`config.mk`:
```
export PLATFORM = sky130hd
export DESIGN_NAME = eight_bit_adder_flat
export DESIGN_NICKNAME = d
export VERILOG_FILES = /design/src/rtl/eight_bit_adder_if.sv /design/src/rtl/eight_bit_adder.sv /design/src/flat_wrapper.sv
export SDC_FILE = /design/constraint.sdc
export NUM_CORES = 1
export LEC_CHECK = 0
export BUFFER_PORTS_ARGS = -buffer_cell sky130_fd_sc_hd__buf_4
export CAP_MARGIN = 10
export CORE_AREA = 2 2 39 41
export DETAILED_ROUTE_END_ITERATION = 7
export DIE_AREA = 0 0 41 43
export PLACE_DENSITY = 0.77
export SLEW_MARGIN = 20
export SYNTH_ARGS = -nofsm -noshare
export SYNTH_HDL_FRONTEND = slang
export SYNTH_SLANG_ARGS = --single-unit
```
`constraint.sdc`:
```
create_clock -name clk -period 15.79 [get_ports clk]
set_input_delay 3.158 -clock clk [delete_from_list [all_inputs] [get_ports clk]]
set_output_delay 3.158 -clock clk [all_outputs]
set_load 0.01 [all_outputs]
```
`src/rtl/eight_bit_adder_if.sv`:
```
// Operand/result bundle for eight_bit_adder: operands in, combinational and
// registered results out.
interface eight_bit_adder_if #(
    parameter int unsigned N = 8
);
    logic [N-1:0] A;
    logic [N-1:0] B;
    logic         ci;
    logic [N-1:0] S;
    logic         co;
    logic         ovf;
    logic [N-1:0] S_q;
    logic         co_q;
    logic         ovf_q;

    modport master (
        output A, B, ci,
        input  S, co, ovf, S_q, co_q, ovf_q
    );

    modport slave (
        input  A, B, ci,
        output S, co, ovf, S_q, co_q, ovf_q
    );
endinterface

```
`src/rtl/eight_bit_adder.sv`:
```
// N-bit ripple-carry adder with carry-in. Provides a zero-latency sum/carry/overflow
// path and a one-cycle registered copy of the same results.
module eight_bit_adder #(
    parameter int unsigned N = 8
) (
    input  logic              clk,
    input  logic              rst_n,
    eight_bit_adder_if.slave  bus
);
    logic [N-1:0] sum;
    logic         carry_out;
    logic         carry_msb_in;
    logic         overflow;

    // Each cell keeps its own carry net so the chain is an explicit ripple.
    for (genvar i = 0; i < N; i++) begin : g_cell
        logic c_in;
        logic c_out;
        logic p;

        if (i == 0) begin : g_first
            assign c_in = bus.ci;
        end else begin : g_rest
            assign c_in = g_cell[i-1].c_out;
        end

        assign p      = bus.A[i] ^ bus.B[i];
        assign sum[i] = p ^ c_in;
        assign c_out  = (bus.A[i] & bus.B[i]) | (c_in & p);
    end

    assign carry_out    = g_cell[N-1].c_out;
    assign carry_msb_in = g_cell[N-1].c_in;
    // Signed overflow: carry into the sign bit differs from carry out of it.
    assign overflow     = carry_out ^ carry_msb_in;

    assign bus.S   = sum;
    assign bus.co  = carry_out;
    assign bus.ovf = overflow;

    logic [N-1:0] sum_d, sum_q;
    logic         co_d, co_q;
    logic         ovf_d, ovf_q;

    always_comb begin
        sum_d = sum;
        co_d  = carry_out;
        ovf_d = overflow;
    end

    always_ff @(posedge clk or negedge rst_n) begin
        if (!rst_n) begin
            sum_q <= '0;
            co_q  <= 1'b0;
            ovf_q <= 1'b0;
        end else begin
            sum_q <= sum_d;
            co_q  <= co_d;
            ovf_q <= ovf_d;
        end
    end

    assign bus.S_q   = sum_q;
    assign bus.co_q  = co_q;
    assign bus.ovf_q = ovf_q;
endmodule

```
`src/flat_wrapper.sv`:
```
// flat-port wrapper written by rule: the top's interface ports become plain ports
module eight_bit_adder_flat 
#(
    parameter int unsigned N = 8
)
  (clk, rst_n, bus_A, bus_B, bus_ci, bus_S, bus_co, bus_ovf, bus_S_q, bus_co_q, bus_ovf_q);
  eight_bit_adder_if #(.N(N)) bus_i ();
  input  logic clk;
  input  logic rst_n;
  input wire logic [$bits(bus_i.A)-1:0] bus_A;
  input wire logic [$bits(bus_i.B)-1:0] bus_B;
  input wire logic [$bits(bus_i.ci)-1:0] bus_ci;
  output wire logic [$bits(bus_i.S)-1:0] bus_S;
  output wire logic [$bits(bus_i.co)-1:0] bus_co;
  output wire logic [$bits(bus_i.ovf)-1:0] bus_ovf;
  output wire logic [$bits(bus_i.S_q)-1:0] bus_S_q;
  output wire logic [$bits(bus_i.co_q)-1:0] bus_co_q;
  output wire logic [$bits(bus_i.ovf_q)-1:0] bus_ovf_q;
  assign bus_i.A = bus_A;
  assign bus_i.B = bus_B;
  assign bus_i.ci = bus_ci;
  assign bus_S = bus_i.S;
  assign bus_co = bus_i.co;
  assign bus_ovf = bus_i.ovf;
  assign bus_S_q = bus_i.S_q;
  assign bus_co_q = bus_i.co_q;
  assign bus_ovf_q = bus_i.ovf_q;
  eight_bit_adder #(.N(N)) u_core (.clk(clk), .rst_n(rst_n), .bus(bus_i));
endmodule
```
# [Yosys cells after proc, flatten, opt, wreduce, memory -nomap -nowiden]
# Index checks and enable logic that the tools add are counted.
[op_classes] bitwise_logic=41
[ops] operator="1-bit bitwise XOR" n=17
[ops] operator="1-bit bitwise AND" n=16
[ops] operator="1-bit OR" n=8
[totals] ff_bits=10 in_bits=19 output_inout_bits=20 word_cells=44

# [Logic depth before layout (Yosys ltp)]
# Gate-level depths: netlist of the first run.
[depth] word_depth=18 mapped_depth=12 ltp_nobuf=12

# [Worst setup path before layout of the first run]
# No wires, ideal clock.
[synth_timing] kind="input port to output port" start="input port bus_ci" end="output port bus_S[7]" t_arrival_ps=6294 required_time_ps=12632 path_slack_ps=6338 cell_stages=12 path_buffers=0 path_cell_list="fa_1 > inv_1 > fa_1 > inv_1 > fa_1 > fa_1 > fa_1 > fa_1 > fa_1 > inv_1 > fa_1 > inv_1"
[synth_between] elab_chain_cells=15
[synth_lines] item="start, declared" line_no="flat_wrapper.sv:12" text="input wire logic [$bits(bus_i.ci)-1:0] bus_ci;"
[synth_lines] item="1-bit bitwise AND" line_no="eight_bit_adder.sv:29" text="assign c_out = (bus.A[i] & bus.B[i]) | (c_in & p);"
[synth_lines] item="1-bit OR" line_no="eight_bit_adder.sv:29"
[synth_lines] item="1-bit bitwise AND" line_no="eight_bit_adder.sv:29"
[synth_lines] item="1-bit OR" line_no="eight_bit_adder.sv:29"
[synth_lines] item="1-bit bitwise AND" line_no="eight_bit_adder.sv:29"
[synth_lines] item="1-bit OR" line_no="eight_bit_adder.sv:29"
[synth_lines] item="1-bit bitwise AND" line_no="eight_bit_adder.sv:29"
[synth_lines] item="1-bit OR" line_no="eight_bit_adder.sv:29"
[synth_lines] item="1-bit bitwise AND" line_no="eight_bit_adder.sv:29"
[synth_lines] item="1-bit OR" line_no="eight_bit_adder.sv:29"
[synth_lines] item="1-bit bitwise AND" line_no="eight_bit_adder.sv:29"
[synth_lines] item="1-bit OR" line_no="eight_bit_adder.sv:29"
[synth_lines] item="1-bit bitwise AND" line_no="eight_bit_adder.sv:29"
[synth_lines] item="1-bit OR" line_no="eight_bit_adder.sv:29"
[synth_lines] item="1-bit bitwise XOR" line_no="eight_bit_adder.sv:28" text="assign sum[i] = p ^ c_in;"
[synth_lines] item="end, declared" line_no="flat_wrapper.sv:13" text="output wire logic [$bits(bus_i.S)-1:0] bus_S;"
# Every way passes these cells.

# [Final worst setup path of the first run]
# Ends and elaborated chain as after synthesis.

==> run summary, run 1 <==
STATUS
--------------------------------------------------------------------------------
Result of the run                                                   finished clean

GLOBAL ROUTE
--------------------------------------------------------------------------------
Global-route track usage on met3                                         0.01571
GRT Resource Usage Total                                                  0.1333
Number of antenna violations at the first check in global routing              0
Wire length of the first global-routing pass                            1.524 mm
Met2 layer usage reported by global route                                 0.1969
Total gr overflow                                                              0
Most Used Layer, Global Route                                               met2
Met1 Use GR                                                               0.1793
Maximum number of pins on one net before global-route repair                  11
Via count of the first global-routing pass                                   341

SETUP PATH
--------------------------------------------------------------------------------
Standard cell with the maximum stage delay on the critical path     sky130_fd_sc_hd__fa_1
Data arrival time of the worst path                                      6.62 ns
Crit path required time                                                 12.63 ns
Worst setup startpoint                                                    bus_ci
Crit path launch type                                                  input pin
Max Fanout on Critical Path                                                    2
Most frequent CP cell                                               sky130_fd_sc_hd__fa_1
Worst Setup End Kind                                                  output pin
Biggest cell delay along the critical path                               0.41 ns
Crit Path Class                                                     input pin to output pin
Critical Path, Cell by Cell                                         buf_4 -> fa_1 -> inv_1 -> fa_1 -> inv_1 -> fa_1 -> fa_1 -> fa_1 -> fa_1 -> fa_1 -> inv_1 -> fa_1 -> inv_1 -> buf_4
Critical path endpoint                                                  bus_S[7]

DETAILED ROUTING
--------------------------------------------------------------------------------
Pre-antenna DRT Iters                                                          1
Starting DRT DRC Count                                                         0
Vias                                                                         352
Drt drc                                                                        0
Detailed-route vias per instance                                           4.093
Total wirelength of the detailed-routed design                          1.029 mm
Post-DR wirelength/cell                                                 11.97 um
Number of nets with antenna violations after routing                           0

CLOCK NETWORK
--------------------------------------------------------------------------------
CTS root buffer                                                     sky130_fd_sc_hd__clkbuf_4
Clock-pin transition on the worst setup and hold timing paths            0.06 ns
Sink count of the clock tree                                                  10
Largest buffer count on any clock path                                         2
Number of levels the H-tree was split into                                     1
# Post-CTS Setup Buffers                                                       0
Clock tree from TritonCTS                                                  built
Resize count post-CTS                                                          0
Number of buffers created by CTS                                               3
Hold bufs inserted after CTS                                                   0

YOSYS
--------------------------------------------------------------------------------
Number of enable flip-flop cells after synthesis                               0
Complex-gate fraction of the synthesized area                                  0
Mux cell area share after synthesis                                            0
Prevailing post-synth register cell                                 sky130_fd_sc_hd__dfrtp_1
Library cells used by synthesis                                                4
Per-instance average area after synthesis                            15.75 sq um
Number of nets produced by synthesis                                          56
Async set or reset register ratio after synthesis                          1.000
Share of the yosys chip area belonging to registers                       0.5479
Simple-Gate Fraction of Synth Area                                             0
Top cell type's share of synthesized area                                 0.5479
Syn. warnings                                                                  0
Biggest area consumer among synthesized cells                       sky130_fd_sc_hd__dfrtp_1
Adder and majority cell fraction of the synthesized area                  0.3507
Synth Instances                                                               29
Register bit total from synthesis                                             10
Main combinational cell family by area after synthesis               adder cells
Xor-xnor portion of the synthesized cell area                            0.01918
Cell Area, Synth                                                     456.7 sq um
Leading cell types by total area after synthesis                    sky130_fd_sc_hd__dfrtp_1 55%, sky130_fd_sc_hd__fa_1 35%, sky130_fd_sc_hd__inv_1 8.2%
Leading cell types by count after synthesis                         10 x sky130_fd_sc_hd__dfrtp_1, 10 x sky130_fd_sc_hd__inv_1, 8 x sky130_fd_sc_hd__fa_1

DIE
--------------------------------------------------------------------------------
Die X                                                                      41 um
DIE AREA                                                              1763 sq um
Placeable Area                                                        1384 sq um
Total number of placement rows                                                14
Top-Level Pins                                                                39
Vert. Die Dim                                                              43 um
Initial Util                                                              0.3300

LAYOUT
--------------------------------------------------------------------------------
Count of inserted antenna diode cells                                          0
Layout-stage area growth over the synthesis result                        71.78%
Count of non-filler cells in the finished layout                              86
Ratio of cells with drive above 1 in the final layout                     0.5857
Final #Nets                                                                   99

POWER AND IR DROP
--------------------------------------------------------------------------------
Power density over the cells                                        100.6 nW/um^2
Switching share of power                                                  0.2857
Peak VDD IR                                                         0.00003485 V
Net load switching power                                                22.55 uW
Sequential fraction of design power                                        0.399
Clock power share                                                          0.201
Combinational Power Share                                                  0.400
Internal portion of total power                                         56.38 uW
Pleak                                                                  0.4266 nW

STA
--------------------------------------------------------------------------------
Slew of the pin with the lowest slew margin                            0.1861 ns
Headroom to the max-slew limit                                            0.8750
TNS Setup                                                                   0 ns
Total count of max-transition violations in the final report                   0
Final setup violation count                                                    0
RSZ-0062 raised after global routing                                       false
Highest Clock Rate                                                    0.1023 GHz
Final period demand of the worst path                                   9.776 ns
Final hold violation count                                                     0
Post-route fraction of the period consumed by the critical path           0.6191

RUN
--------------------------------------------------------------------------------
Maximum capacitance violations                                                 0

PLACE
--------------------------------------------------------------------------------
Buffers on Ports                                                              38
Final weighted congestion in routability-driven placement                 0.6396
Number of placed cells counting well taps                                     83

HOLD PATH
--------------------------------------------------------------------------------
Path type of the worst min-delay path                               input pin to async pin

-- placed cells by master (no fill, tap or decap), drive strengths merged --
cell,n
fa,8
inv,10
dfrtp,10
buf,38
clkbuf,3
xnor2,1
-- worst min path at each step --
stage / startpoint / end
global placement: rst_n / u_core.bus.S_q[0]
CTS: rst_n / u_core.bus.S_q[1]
global route: rst_n / u_core.bus.S_q[3]
floorplan: rst_n / u_core.bus.S_q[0]
finish: rst_n / u_core.bus.S_q[3]
detailed placement: rst_n / u_core.bus.S_q[1]
-- layer usage --
metal  part of all wire  routed length (um)
met1               0.36                 373
met4              0.017                  18
met2               0.47                 481
met5                  0                   0
met3               0.15                 156
-- worst max-delay path: cells and delay by family --
kind | cells | cell delay [ns]
adders and majority gates | 8 | 2.93
buffers and inverters | 6 | 0.52
-- final cells by class --
class	instances	area, sq um
inverter	10	37.54
tap	16	20.02
timing repair buffer	38	285.3
sequential	10	250.2
fill	104	599.3
clock buffer	3	22.52
multi-input combinational	9	168.9
-- through the flow --
step	hold slack (ns)	power (mW)	instance area, sq um	setup slack [ns]	util
after CTS	2.712	0.08027	784.5	6.006	0.5669
after detailed placement	2.989	0.06415	762.0	5.996	0.5506
after floorplan	2.862	0.04421	456.7	6.338	-
after global placement	2.984	0.06285	762.0	6.052	0.5506
final	2.714	0.07894	784.5	6.014	0.5669
after global routing	2.721	0.08432	784.5	5.799	0.5669
-- logic make-up after synthesis --
logic type | Yosys count
XOR/XNOR | 1
adder cells (fa/ha/maj) | 8
buffers and inverters | 10
flip-flops | 10
-- power groups by stage --
stage	combinational [mW]	clock [mW]	sequential (mW)
final	0.0316	0.0159	0.0315
after global routing	0.0354	0.0170	0.0320
after CTS	0.0321	0.0166	0.0316
after detailed placement	0.0321	0	0.0320
after global placement	0.0311	0	0.0318
after floorplan	0.00963	0	0.0346
-- flip-flops by register name, indices dropped and copies added, names as in the netlist --
| name | flops |
|---|---|
| u_core.bus.S_q | 8 |
| u_core.bus.ovf_q | 1 |
| u_core.bus.co_q | 1 |
No activity file was read; power rests on OpenSTA's default activity.
==> run 2: changes to the inputs <==
Settings changed: CORE_AREA 2 2 39 41 to not set, CORE_MARGIN set to 2, CORE_UTILIZATION set to 35, DIE_AREA 0 0 41 43 to not set, PLACE_DENSITY 0.77 to 0.79.
Clock period 15.79 ns to 9 ns, I/O delays scaled along.
==> run summary, run 2 (same netlist as run 1, synthesis figures left out) <==
STATUS
--------------------------------------------------------------------------------
Result of the run                                                   finished clean

CLOCK NETWORK
--------------------------------------------------------------------------------
Clock tree from TritonCTS                                                  built
Resize count post-CTS                                                          0   unchanged
Sink count of the clock tree                                                  10   unchanged
Number of levels the H-tree was split into                                     1   unchanged
Largest buffer count on any clock path                                         2   unchanged
# Post-CTS Setup Buffers                                                       0   unchanged
Hold bufs inserted after CTS                                                   0   unchanged
Number of buffers created by CTS                                               3   unchanged
Clock-pin transition on the worst setup and hold timing paths            0.07 ns   about the same
CTS root buffer                                                     sky130_fd_sc_hd__clkbuf_4

STA
--------------------------------------------------------------------------------
Final setup violation count                                                    0   unchanged
Slew of the pin with the lowest slew margin                            0.1789 ns   -0.007206 ns
Final period demand of the worst path                                   7.062 ns
Post-route fraction of the period consumed by the critical path           0.7846
Highest Clock Rate                                                    0.1416 GHz
Headroom to the max-slew limit                                            0.8799   +0.004838
Tightest hold margin                                                    1.353 ns   -1.361 ns
TNS Setup                                                                   0 ns   unchanged
RSZ-0062 raised after global routing                                       false
Total count of max-transition violations in the final report                   0   unchanged
Final hold violation count                                                     0   unchanged

SETUP PATH
--------------------------------------------------------------------------------
Data arrival time of the worst path                                      5.26 ns   -1.36 ns
Worst Setup End Kind                                                  output pin
Most frequent CP cell                                               sky130_fd_sc_hd__fa_1
Crit path required time                                                  7.20 ns   -5.43 ns
Biggest cell delay along the critical path                               0.41 ns   about the same
Crit Path Class                                                     input pin to output pin
Crit path launch type                                                  input pin
Critical Path, Cell by Cell                                         buf_4 -> fa_1 -> inv_1 -> fa_1 -> inv_1 -> fa_1 -> fa_1 -> fa_1 -> fa_1 -> fa_1 -> inv_1 -> fa_1 -> inv_1 -> buf_4
Max Fanout on Critical Path                                                    2   unchanged
Standard cell with the maximum stage delay on the critical path     sky130_fd_sc_hd__fa_1

DIE
--------------------------------------------------------------------------------
Placeable Area                                                        1252 sq um   -9.5%
Top-Level Pins                                                                39   unchanged
DIE AREA                                                              1610 sq um   -8.7%
Total number of placement rows                                                13   -1
Vert. Die Dim                                                           40.12 um   -6.7%
Initial Util                                                              0.3646   +0.03462
Die X                                                                   40.12 um   -2.1%

GLOBAL ROUTE
--------------------------------------------------------------------------------
Maximum number of pins on one net before global-route repair                  11   unchanged
Total gr overflow                                                              0   unchanged
GRT Resource Usage Total                                                  0.1437   +0.01037
Via count of the first global-routing pass                                   386   +13%
Number of antenna violations at the first check in global routing              0   unchanged
Wire length of the first global-routing pass                            1.490 mm   -2.2%

PLACE
--------------------------------------------------------------------------------
Buffers on Ports                                                              38   unchanged
Final weighted congestion in routability-driven placement                 0.7041   +10%
DPL Wire Length                                                         885.4 um

DETAILED ROUTING
--------------------------------------------------------------------------------
Total wirelength of the detailed-routed design                          1.012 mm   -1.7%
Vias                                                                         360   +2.3%
Pre-antenna DRT Iters                                                          2   +1
Drt drc                                                                        0   unchanged
Post-DR wirelength/cell                                                 11.77 um   -1.7%
Number of nets with antenna violations after routing                           0   unchanged
Detailed-route vias per instance                                           4.186   +2.3%
Starting DRT DRC Count                                                         1   +1

POWER AND IR DROP
--------------------------------------------------------------------------------
Combinational Power Share                                                  0.368   -0.032
Internal portion of total power                                         108.2 uW   +92%
Sequential fraction of design power                                        0.366   -0.033
Clock power share                                                          0.266   +0.065
Power density over the cells                                        188.7 nW/um^2   +88%
Pleak                                                                  0.4338 nW   +1.7%
Peak VDD IR                                                         0.00007944 V   +130%
Net load switching power                                                42.23 uW   +87%
Switching share of power                                                  0.2808   -0.004937

RUN
--------------------------------------------------------------------------------
Maximum capacitance violations                                                 0   unchanged

LAYOUT
--------------------------------------------------------------------------------
Layout-stage area growth over the synthesis result                        74.52%
Ratio of cells with drive above 1 in the final layout                     0.5915   +0.005835
Max reg flops                                                                  8   unchanged
Most common library cell in the layout ignoring fill and taps       sky130_fd_sc_hd__buf_4
Count of inserted antenna diode cells                                          0   unchanged
Final #Nets                                                                   99   unchanged
Commonest cells after routing, fill and taps aside                  38 x sky130_fd_sc_hd__buf_4, 10 x sky130_fd_sc_hd__inv_1, 10 x sky130_fd_sc_hd__dfrtp_1

HOLD PATH
--------------------------------------------------------------------------------
Path type of the worst min-delay path                               input pin to async pin

[run 2: routing by layer]
metal,GRT usage,part of all wire,vias up
li1,-,-,161
met1,0.1637,0.30,163
met2,0.2339,0.48,36
met3,0.06667,0.22,0
met4,0.05172,0,0
met5,0,0,-
[run 2: power by group through the flow]
stage          Combinational, mW  Sequential, mW  Clock, mW
2_1_floorplan             0.0169          0.0607          0
3_3_place_gp              0.0552          0.0559          0
3_5_place_dp              0.0565          0.0561          0
4_1_cts                   0.0567          0.0552     0.0416
5_1_grt                   0.0620          0.0560     0.0428
6_report                  0.0553          0.0551     0.0400
[run 2: final timing paths]
check / start / to / cells after the start
max: bus_ci / bus_S[7] / 14
min: rst_n / u_core.bus.S_q[3] / 1
max in group asynchronous: rst_n / u_core.bus.S_q[6] / 1
min in group clk: bus_A[5] / u_core.bus.S_q[5] / 2
[run 2: through the flow]
stage | area, sq um | util | setup slack (ns) | std cells | power, mW
final | 797.0 | 0.6364 | 1.938 | 86 | 0.1504
after global routing | 797.0 | 0.6364 | 1.757 | 86 | 0.1608
after CTS | 797.0 | 0.6364 | 1.892 | 86 | 0.1535
after detailed placement | 760.7 | 0.6074 | 1.898 | 82 | 0.1126
after global placement | 760.7 | 0.6074 | 1.986 | 82 | 0.1110
after floorplan | 456.7 | - | 2.264 | 29 | 0.07756
[run 2: worst max-delay path: cells and delay by family]
kind / cells / cell delay [ns]
buf+inv: 6 / 0.53
fa+ha+maj: 8 / 2.93
[run 2: layout make-up]
type / count / area [sq um]
multi-input combinational: 9 / 168.9
clock buffer: 4 / 36.28
timing repair buffer: 38 / 285.3
tap: 15 / 18.77
fill: 99 / 455.4
inverter: 10 / 37.54
sequential: 10 / 250.2
==> run 3: changes to the inputs <==
Settings changed: ABC_AREA set to 1, PLACE_DENSITY 0.79 to 0.78.
Clock period 9 ns to 6.88 ns, I/O delays scaled along.
==> run summary, run 3 <==
STATUS
--------------------------------------------------------------------------------
Result of the run                                                   finished clean

DETAILED ROUTING
--------------------------------------------------------------------------------
Drt drc                                                                        0   unchanged
Number of nets with antenna violations after routing                           0   unchanged
Top routing layer in use                                                    met4
Detailed-route vias per instance                                           4.136   -1.2%
DR WL met2                                                                517 um   +5.7%
Starting DRT DRC Count                                                         2   +1
Post-DR wirelength/cell                                                 10.22 um   -13%
Post-Route M1 WL                                                          312 um   +3.0%
Pre-antenna DRT Iters                                                          3   +1
Total wirelength of the detailed-routed design                            899 um   -11%
Met3 routed WL                                                             59 um   -73%
Vias                                                                         364   +1.1%

SETUP PATH
--------------------------------------------------------------------------------
Crit Path Class                                                     input pin to output pin
Crit path launch type                                                  input pin
Crit path required time                                                  5.50 ns   -1.70 ns
Data arrival time of the worst path                                      4.81 ns   -0.45 ns
Worst Setup End Kind                                                  output pin
Worst setup startpoint                                                    bus_ci
Max Fanout on Critical Path                                                    2   unchanged
Critical path endpoint                                                  bus_S[7]

GLOBAL ROUTE
--------------------------------------------------------------------------------
Total gr overflow                                                              0   unchanged
Via count of the first global-routing pass                                   288   -25%
Number of antenna violations at the first check in global routing              0   unchanged
Maximum number of pins on one net before global-route repair                  11   unchanged
Wire length of the first global-routing pass                            1.214 mm   -19%
GRT Resource Usage Total                                                  0.1188   -0.02487

STA
--------------------------------------------------------------------------------
Tightest hold margin                                                   0.9269 ns   -0.4261 ns
Headroom to the max-slew limit                                            0.9215   +0.04164
Final period demand of the worst path                                   6.186 ns
Post-route fraction of the period consumed by the critical path           0.8991
Slew of the pin with the lowest slew margin                            0.1178 ns   -0.06117 ns
RSZ-0062 raised after global routing                                       false
Total count of max-transition violations in the final report                   0   unchanged
Final setup violation count                                                    0   unchanged
Minimum setup slack in the final design                                0.6939 ns   -1.244 ns
TNS Setup                                                                   0 ns   unchanged
Highest Clock Rate                                                    0.1617 GHz
Final hold violation count                                                     0   unchanged

YOSYS
--------------------------------------------------------------------------------
Complex-gate fraction of the synthesized area                                  0   unchanged
Library cells used by synthesis                                                5   +1
Share of the yosys chip area belonging to registers                       0.5450   -0.002986
Syn. warnings                                                                  0   unchanged
Register bit total from synthesis                                             10   unchanged
Mux cell area share after synthesis                                            0   unchanged
Async set or reset register ratio after synthesis                          1.000   unchanged
Simple-Gate Fraction of Synth Area                                       0.02452   +0.02452
Per-instance average area after synthesis                            14.81 sq um   -5.9%
Adder and majority cell fraction of the synthesized area                  0.3488   -0.001911
Main combinational cell family by area after synthesis               adder cells
Biggest area consumer among synthesized cells                       sky130_fd_sc_hd__dfrtp_1
Cell Area, Synth                                                     459.2 sq um   +0.55%
Leading cell types by total area after synthesis                    sky130_fd_sc_hd__dfrtp_1 54%, sky130_fd_sc_hd__fa_1 35%, sky130_fd_sc_hd__inv_1 7.4%
Leading cell types by count after synthesis                         10 x sky130_fd_sc_hd__dfrtp_1, 9 x sky130_fd_sc_hd__inv_1, 8 x sky130_fd_sc_hd__fa_1
Synth Instances                                                               31   +6.9%
Top cell type's share of synthesized area                                 0.5450   -0.002986
Xor-xnor portion of the synthesized cell area                                  0   -0.01918
Number of nets produced by synthesis                                          58   +3.6%
Prevailing post-synth register cell                                 sky130_fd_sc_hd__dfrtp_1
Cell with the most instances after synthesis                        sky130_fd_sc_hd__dfrtp_1
Number of enable flip-flop cells after synthesis                               0   unchanged

CLOCK NETWORK
--------------------------------------------------------------------------------
Largest buffer count on any clock path                                         2   unchanged
Number of levels the H-tree was split into                                     1   unchanged
Resize count post-CTS                                                          0   unchanged
Sink count of the clock tree                                                  10   unchanged
Number of buffers created by CTS                                               3   unchanged
Hold bufs inserted after CTS                                                   0   unchanged
# Post-CTS Setup Buffers                                                       0   unchanged
Clock-pin transition on the worst setup and hold timing paths            0.06 ns   about the same
Clock tree from TritonCTS                                                  built
CTS root buffer                                                     sky130_fd_sc_hd__clkbuf_4

PLACE
--------------------------------------------------------------------------------
Final weighted congestion in routability-driven placement                 0.6589   -6.4%
Post-placement setup slack                                             0.6847 ns   -1.213 ns
Buffers on Ports                                                              38   unchanged
DPL Wire Length                                                         787.9 um   -11%

RUN
--------------------------------------------------------------------------------
Maximum capacitance violations                                                 0   unchanged

DIE
--------------------------------------------------------------------------------
Die X                                                                   40.22 um   +0.25%
DIE AREA                                                              1618 sq um   +0.50%
Placeable Area                                                        1269 sq um   +1.3%
Initial Util                                                              0.3619   -0.002703
Vert. Die Dim                                                           40.22 um   +0.25%
Top-Level Pins                                                                39   unchanged
Total number of placement rows                                                13   unchanged

LAYOUT
--------------------------------------------------------------------------------
Ratio of cells with drive above 1 in the final layout                     0.5890   -0.002508
Count of inserted antenna diode cells                                          0   unchanged
Max reg flops                                                                  8   unchanged
Commonest cells after routing, fill and taps aside                  38 x sky130_fd_sc_hd__buf_4, 10 x sky130_fd_sc_hd__dfrtp_1, 9 x sky130_fd_sc_hd__inv_1
Most common library cell in the layout ignoring fill and taps       sky130_fd_sc_hd__buf_4
Layout-stage area growth over the synthesis result                        74.11%
Final #Nets                                                                  101   +2.0%

POWER AND IR DROP
--------------------------------------------------------------------------------
Sequential fraction of design power                                        0.372   +0.006
Switching share of power                                                  0.2734   -0.007354
Net load switching power                                                52.75 uW   +25%
Peak VDD IR                                                          0.0001286 V   +62%
Combinational Power Share                                                  0.371   +0.003
Clock power share                                                          0.258   -0.008
Internal portion of total power                                         140.2 uW   +30%
Pleak                                                                  0.4400 nW   +1.4%
Power density over the cells                                        241.3 nW/um^2   +28%

HOLD PATH
--------------------------------------------------------------------------------
Path type of the worst min-delay path                               input pin to async pin

## run 3: cell count changes after synthesis, sizes merged
cell   before  now
nand2       0    3
xnor2       1    0
## run 3: per-layer routing
metal	global-route usage	up-vias
met5	0	-
met2	0.1815	16
li1	-	168
met3	0.01667	2
met4	0.1000	0
met1	0.1475	178
## run 3: worst max-delay path, stage by stage
cell and delay, ns:
sky130_fd_sc_hd__buf_4 0.12, sky130_fd_sc_hd__fa_1 0.41, sky130_fd_sc_hd__inv_1 0.08, sky130_fd_sc_hd__fa_1 0.16, sky130_fd_sc_hd__inv_1 0.05, sky130_fd_sc_hd__fa_1 0.37
sky130_fd_sc_hd__fa_1 0.38, sky130_fd_sc_hd__fa_1 0.39, sky130_fd_sc_hd__fa_1 0.40, sky130_fd_sc_hd__fa_1 0.42, sky130_fd_sc_hd__inv_2 0.08, sky130_fd_sc_hd__fa_1 0.40
sky130_fd_sc_hd__inv_1 0.08, sky130_fd_sc_hd__buf_4 0.11
## run 3: kinds of logic after synthesis
| kind of cell | count (synthesis) |
|---|---|
| flops | 10 |
| simple gates | 3 |
| fa+ha+maj | 8 |
| buf+inv | 10 |
## run 3: layout make-up
| class | instances | area [sq um] |
|---|---|---|
| Clock buffer | 4 | 36.28 |
| Fill cell | 107 | 469.2 |
| Inverter | 10 | 37.54 |
| Multi-Input combinational cell | 11 | 171.4 |
| Sequential cell | 10 | 250.2 |
| Tap cell | 15 | 18.77 |
| Timing Repair Buffer | 38 | 285.3 |
## run 3: power by group through the flow
stage / clock network [mW] / registers [mW] / logic, mW
2_1_floorplan: 0 / 0.0788 / 0.0218
3_3_place_gp: 0 / 0.0727 / 0.0703
3_5_place_dp: 0 / 0.0730 / 0.0717
4_1_cts: 0.0507 / 0.0719 / 0.0726
5_1_grt: 0.0541 / 0.0726 / 0.0792
6_report: 0.0497 / 0.0718 / 0.0715
## run 3: worst min path at each step
stage               slack, ns                end   from  depth (start not counted)
CTS                      0.92  u_core.bus.S_q[1]  rst_n                          1
floorplan                1.08  u_core.bus.S_q[0]  rst_n                          0
global route             0.92  u_core.bus.S_q[7]  rst_n                          1
detailed placement       1.20  u_core.bus.S_q[1]  rst_n                          1
global placement         1.20  u_core.bus.S_q[0]  rst_n                          1
finish                   0.93  u_core.bus.S_q[1]  rst_n                          1
## run 3: stage by stage
stage / area, sq um / cells / power, mW / utilization
after floorplan: 459.2 / 31 / 0.1006 / -
after global placement: 763.2 / 84 / 0.1430 / 0.6016
after detailed placement: 763.2 / 84 / 0.1447 / 0.6016
after CTS: 799.5 / 88 / 0.1953 / 0.6302
after global routing: 799.5 / 88 / 0.2059 / 0.6302
final: 799.5 / 88 / 0.1929 / 0.6302
